===== src/rtl/rf_pkg.sv =====
// rtl/rf_pkg.sv - default register-file geometry and address-width helper
package rf_pkg;

  localparam int XLEN_DEF = 32;
  localparam int NREG_DEF = 32;
  localparam int NRD_DEF  = 2;
  localparam int NWR_DEF  = 2;

  function automatic int rf_aw(input int n);
    int a;
    a = 0;
    for (int i = 0; i < 31; i++) begin
      if ((1 << i) < n) a = i + 1;
    end
    return a;
  endfunction

endpackage


===== src/rtl/rf_scoreboard.sv =====
// rtl/rf_scoreboard.sv - pending-write scoreboard with registered population count
module rf_scoreboard
  import rf_pkg::*;
#(
  parameter int NREG = NREG_DEF,
  parameter int NWR  = NWR_DEF,
  parameter int AW   = rf_aw(NREG)
) (
  input  logic              clk,
  input  logic              res,
  input  logic [NWR-1:0]    we,
  input  logic [NWR*AW-1:0] wa,
  input  logic              iss_en,
  input  logic [AW-1:0]     iss_addr,
  output logic [NREG-1:0]   busy_vec,
  output logic [AW:0]       busy_cnt
);

  logic [NREG-1:0] busy_q, busy_d;
  logic [AW:0]     cnt_q, cnt_d;

  // Clears are applied before the set so an issue beats a same-cycle writeback.
  always_comb begin
    busy_d = busy_q;
    for (int w = 0; w < NWR; w++) begin
      if (we[w]) busy_d[wa[w*AW +: AW]] = 1'b0;
    end
    if (iss_en) busy_d[iss_addr] = 1'b1;
    busy_d[0] = 1'b0;
    cnt_d = '0;
    for (int r = 0; r < NREG; r++) begin
      cnt_d = cnt_d + {{AW{1'b0}}, busy_d[r]};
    end
  end

  always_ff @(posedge clk) begin
    if (res) begin
      busy_q <= '0;
      cnt_q  <= '0;
    end else begin
      busy_q <= busy_d;
      cnt_q  <= cnt_d;
    end
  end

  assign busy_vec = busy_q;
  assign busy_cnt = cnt_q;

endmodule


===== src/rtl/reg_file_sb.sv =====
// rtl/reg_file_sb.sv - multi-port register file with scoreboard
// Optional same-cycle write-to-read bypass when REGFILE_BYPASS_EN is defined.
module reg_file_sb
  import rf_pkg::*;
#(
  parameter int XLEN = XLEN_DEF,
  parameter int NREG = NREG_DEF,
  parameter int NRD  = NRD_DEF,
  parameter int NWR  = NWR_DEF,
  localparam int AW  = rf_aw(NREG)
) (
  input  logic                clk,
  input  logic                res,
  input  logic [NRD*AW-1:0]   ra,
  output logic [NRD*XLEN-1:0] rd,
  output logic [NRD-1:0]      rd_busy,
  input  logic [NWR-1:0]      we,
  input  logic [NWR*AW-1:0]   wa,
  input  logic [NWR*XLEN-1:0] wd,
  input  logic                iss_en,
  input  logic [AW-1:0]       iss_addr,
  output logic [NREG-1:0]     busy_vec,
  output logic [AW:0]         busy_cnt
);

  logic [XLEN-1:0] regs_q [NREG];
  logic [XLEN-1:0] regs_d [NREG];
  logic [AW-1:0]   rd_addr;
  logic [XLEN-1:0] rd_val;
  logic            rd_hit;

  // Ascending port order lets the highest-index writer win on collisions.
  always_comb begin
    regs_d = regs_q;
    for (int w = 0; w < NWR; w++) begin
      if (we[w]) regs_d[wa[w*AW +: AW]] = wd[w*XLEN +: XLEN];
    end
    regs_d[0] = '0;
  end

  always_ff @(posedge clk) begin
    if (res) begin
      for (int r = 0; r < NREG; r++) regs_q[r] <= '0;
    end else begin
      regs_q <= regs_d;
    end
  end

  always_comb begin
    rd      = '0;
    rd_busy = '0;
    rd_addr = '0;
    rd_val  = '0;
    rd_hit  = 1'b0;
    for (int p = 0; p < NRD; p++) begin
      rd_addr = ra[p*AW +: AW];
      rd_val  = regs_q[rd_addr];
      rd_hit  = 1'b0;
`ifdef REGFILE_BYPASS_EN
      for (int w = 0; w < NWR; w++) begin
        if (we[w] && (wa[w*AW +: AW] == rd_addr) && (rd_addr != '0)) begin
          rd_hit = 1'b1;
          rd_val = wd[w*XLEN +: XLEN];
        end
      end
`endif
      rd[p*XLEN +: XLEN] = rd_val;
      rd_busy[p]         = busy_vec[rd_addr] & ~rd_hit;
    end
  end

  rf_scoreboard #(
    .NREG (NREG),
    .NWR  (NWR),
    .AW   (AW)
  ) u_scoreboard (
    .clk      (clk),
    .res      (res),
    .we       (we),
    .wa       (wa),
    .iss_en   (iss_en),
    .iss_addr (iss_addr),
    .busy_vec (busy_vec),
    .busy_cnt (busy_cnt)
  );

endmodule


===== config.mk =====
export PLATFORM = sky130hd
export DESIGN_NAME = reg_file_sb
export DESIGN_NICKNAME = d
export VERILOG_FILES = /design/src/rtl/rf_pkg.sv /design/src/rtl/rf_scoreboard.sv /design/src/rtl/reg_file_sb.sv
export SDC_FILE = /design/constraint.sdc
export NUM_CORES = 2
export LEC_CHECK = 0
export CORE_ASPECT_RATIO = 1.75
export CORE_MARGIN = 10
export CORE_UTILIZATION = 45
export DETAILED_ROUTE_END_ITERATION = 8
export GPL_ROUTABILITY_DRIVEN = 0
export GPL_TIMING_DRIVEN = 1
export PLACE_DENSITY_LB_ADDON = 0.12
export SLEW_MARGIN = 40
export SYNTH_ARGS = -nofsm -noshare
export SYNTH_HDL_FRONTEND = slang
export SYNTH_SLANG_ARGS = --single-unit

===== constraint.sdc =====
create_clock -name clk -period 6.17 [get_ports clk]
set_input_delay 0.617 -clock clk [delete_from_list [all_inputs] [get_ports clk]]
set_output_delay 0.617 -clock clk [all_outputs]
set_load 0.01 [all_outputs]

==> flow_metrics.env <==
export IMPL_synth_cells=6803
export IMPL_synth_top_area_frac=0.326
export IMPL_ioPinCount=198
export IMPL_r2r_start="u_scoreboard.busy_vec[2]$_SDFF_PP0_"
export IMPL_fin_crit_sh=0.968
export IMPL_setup_worst_path_class="in -> reg"
export IMPL_r2r_setup_slack_ns=0.88
export IMPL_yosys_area_share_xor_xnor=0.000416
export IMPL_critPathLaunchType="input port"
export IMPL_holdPathStages=2
export IMPL_cts_root_buf="clkbuf_16"
export IMPL_status="finished clean"
export IMPL_synth_top_family_by_area="multiplexers"
export IMPL_dr_pass1_iters=5
export IMPL_ys_seq_elements=1029
export IMPL_fmax_mhz=167
export IMPL_grt_pass1_wl_um=416000
export IMPL_synthTopCellsByArea="dfxtp_1, mux4_2, mux2i_1, a211oi_1, nor2_1"
export IMPL_h_tree_depth=3
export IMPL_path_max_fanout=5
export IMPL_maxSlewHeadroom=0.347
export IMPL_syn_num_nets=6929
export IMPL_setup_violations=0
export IMPL_end_kind="flip-flop"
export IMPL_synthSimpleGateAreaFrac=0.137
export IMPL_yosysTopAreaCell="dfxtp_1"
export IMPL_die_area_sq_um=156000
export IMPL_core_sq_um=139000
export IMPL_grt_max_degree=169
export IMPL_drt_wl_total_um=291000
export IMPL_tns_ns=0
export IMPL_grt_usage=0.360
export IMPL_grt_antenna_before_repair=20
export IMPL_critPathArrivalTime_ns=6.60
export IMPL_worstHoldEndpoint="regs_q[37]$_SDFF_PP0_"
export IMPL_drive_gt1_frac=0.165
export IMPL_timing_rr_end="u_scoreboard.busy_cnt[4]$_SDFF_PP0_"
export IMPL_syn_to_final_growth_pct=11.8
export IMPL_rsz0062_at_grt="no"
export IMPL_port_buffers=196
export IMPL_maxSlewViolCount=0
export IMPL_crit_buf_inv=5
export IMPL_synth_cell_area_sq_um=63100
export IMPL_layout_min_cycle_time_ns=5.97
export IMPL_die_w_um=303
export IMPL_finalHoldViolCount=0
export IMPL_power_density_nw_per_um2=226
export IMPL_ir_drop_mv=0.234
export IMPL_synthFlopType="dfxtp_1"
export IMPL_worst_path_max_delay_cell="fa_1"
export IMPL_vias_per_cell=7.06
export IMPL_dr_first_iter_drc_count=7249
export IMPL_skew_ns=0.0118
export IMPL_fin_total_pwr_mw=15.9
export IMPL_max_stage_delay_ns=0.55
export IMPL_rows=181
export IMPL_cp_num_cells=20
export IMPL_avgSynthCellArea_sq_um=9.27
export IMPL_min_from="res"
export IMPL_die_h_um=515
export IMPL_synth_most_common_cell="dfxtp_1"
export IMPL_synthTopCellsByCount="dfxtp_1, nor2_1, mux2i_1"
export IMPL_initial_utilization=0.453
export IMPL_cts_buffer_depth=3
export IMPL_ys_seq_area_frac=0.326
export IMPL_clock_sinks=1029
export IMPL_num_nets_final=6620
export IMPL_path_delay_family="adder cells"
export IMPL_cellLeakagePower_nw=28.2
export IMPL_reg2reg_depth=16
export IMPL_remaining_drc_errors=0
export IMPL_worstPathRequired_ns=6.79
export IMPL_gr_total_overflow=0
export IMPL_maxCapViolCount=0
export IMPL_clk_transition_reported_paths_ns=0.06
export IMPL_insertion_delay_ns=0.75
export IMPL_synth_mux_area_frac=0.275
export IMPL_synth_compound_area_frac=0.187
export IMPL_grt_pass1_vias=57900
export IMPL_async_flop_share=0
export IMPL_synth_edf_count=0
export IMPL_cts_tree="done"
export IMPL_synthAdderAreaFrac=0.00908
export IMPL_vias=59500
export IMPL_dp_hpwl_um=169000
export IMPL_wl_per_cell_um=34.5
export IMPL_hp_class="in -> reg"
export IMPL_ys_types=44
export IMPL_worst_pin_slew_ns=0.977
export IMPL_cp_common_cell="fa_1"
export IMPL_cp_cell_sequence="clkdlybuf4s50_1 -> buf_4 -> nor4bb_4 -> buf_4 -> nand3_4 -> a32o_1 -> fa_1 -> inv_1 -> fa_1 -> inv_1 -> fa_1 -> fa_1 -> fa_1 -> fa_1 -> ha_2 -> fa_1 -> a21o_1 -> a21oi_1 -> xor2_1 -> nor2_1"
export IMPL_cts_made_buffers=106
export IMPL_drtAntennaViolNets=0
export IMPL_synth_warnings=0
-- cell families (layout without fill, tap and decap cells) --
group,count (synthesis),in the layout
AOI/OAI and AO/OA,1490,1490
buffers and inverters,964,745
muxes,1231,1231
adders and majority gates,32,32
xor gates and xnor gates,3,3
and+or+nand+nor,2053,2053
other,1,12
DFF,1029,1029
-- sequential cells by signal (all words and copies together) (netlist names) --
name	count
regs_q	992
u_scoreboard.busy_vec	31
u_scoreboard.busy_cnt	6
-- layer usage --
| layer | share of wire | up-vias | track usage | wire, um |
|---|---|---|---|---|
| li1 | - | 25000 | - | - |
| met1 | 0.35 | 29400 | 0.412 | 102000 |
| met2 | 0.46 | 3808 | 0.575 | 135000 |
| met3 | 0.098 | 1211 | 0.0830 | 28600 |
| met4 | 0.088 | 10 | 0.276 | 25600 |
| met5 | 0.00026 | - | 0 | 77 |
-- how the worst max path moves through the flow --
stage | start | to | slack [ns]
6_report | wa[3] | u_scoreboard.busy_cnt[4]$_SDFF_PP0_ | 0.20
4_1_cts | wa[4] | u_scoreboard.busy_cnt[4]$_SDFF_PP0_ | 0.13
2_1_floorplan | wa[3] | u_scoreboard.busy_cnt[4]$_SDFF_PP0_ | 0.0002
5_1_grt | wa[3] | u_scoreboard.busy_cnt[4]$_SDFF_PP0_ | 0.01
3_3_place_gp | wa[4] | u_scoreboard.busy_cnt[4]$_SDFF_PP0_ | -0.56
3_5_place_dp | wa[4] | u_scoreboard.busy_cnt[4]$_SDFF_PP0_ | -0.62
-- cell usage in the layout (no fill, tap or decap), types with 82 or more instances in the layout --
cell and count:
nand3_1 421, nand2_1 423, clkdlybuf4s50_1 176, dfxtp_1 1029, mux2i_1 769, nor2_1 1012
and2_1 82, mux4_2 396, a311oi_1 421, clkbuf_16 107, buf_4 269, a22o_1 198
a211oi_1 637
-- worst reg2reg max path, cell delays in order, from the launching register on --
cell	delay, ns
dfxtp_1	0.35
a32o_1	0.25
ha_1	0.29
inv_1	0.08
fa_1	0.44
fa_1	0.51
inv_1	0.06
fa_1	0.54
fa_1	0.46
fa_1	0.55
fa_1	0.43
ha_2	0.22
fa_1	0.45
a21o_1	0.17
a21oi_1	0.16
xor2_1	0.17
nor2_1	0.06
-- through the flow --
step	hold WS, ns	instance area (sq um)	cells	worst slack [ns]	util
finish	0.417	70500	8425	0.196	0.506
global route	0.443	70500	8420	0.0126	0.506
CTS	0.414	70400	8411	0.131	0.505
detailed placement	0.482	66700	8213	-0.617	0.479
global placement	0.476	66500	8208	-0.557	0.478
floorplan	0.465	63100	6803	0.000156	-
-- cell type report --
| class | instances | area [sq um] |
|---|---|---|
| fill | 12700 | 68800 |
| multi-input combinational | 4810 | 39000 |
| clock inverter | 52 | 598 |
| inverter | 30 | 113 |
| clock buffer | 146 | 3060 |
| sequential | 1029 | 20600 |
| tap | 1830 | 2290 |
| timing repair buffer | 517 | 4800 |
| antenna | 11 | 27.5 |
-- where the power goes --
| group | internal (mW) | total, mW | switching (mW) |
|---|---|---|---|
| sequential | 6.78 | 6.88 | 0.101 |
| combinational | 0.679 | 2.03 | 1.36 |
| clock | 3.94 | 7.02 | 3.08 |
-- repair_timing --
action                                 in CTS  in global routing
buffers inserted                            0                  1
hold buffers                                0                  0
endpoints found under the hold margin       0                  0
setup endpoints to repair                   0                  1
gates resized for setup                     0                  1
Note: power is estimated with default switching activity, not from simulation.
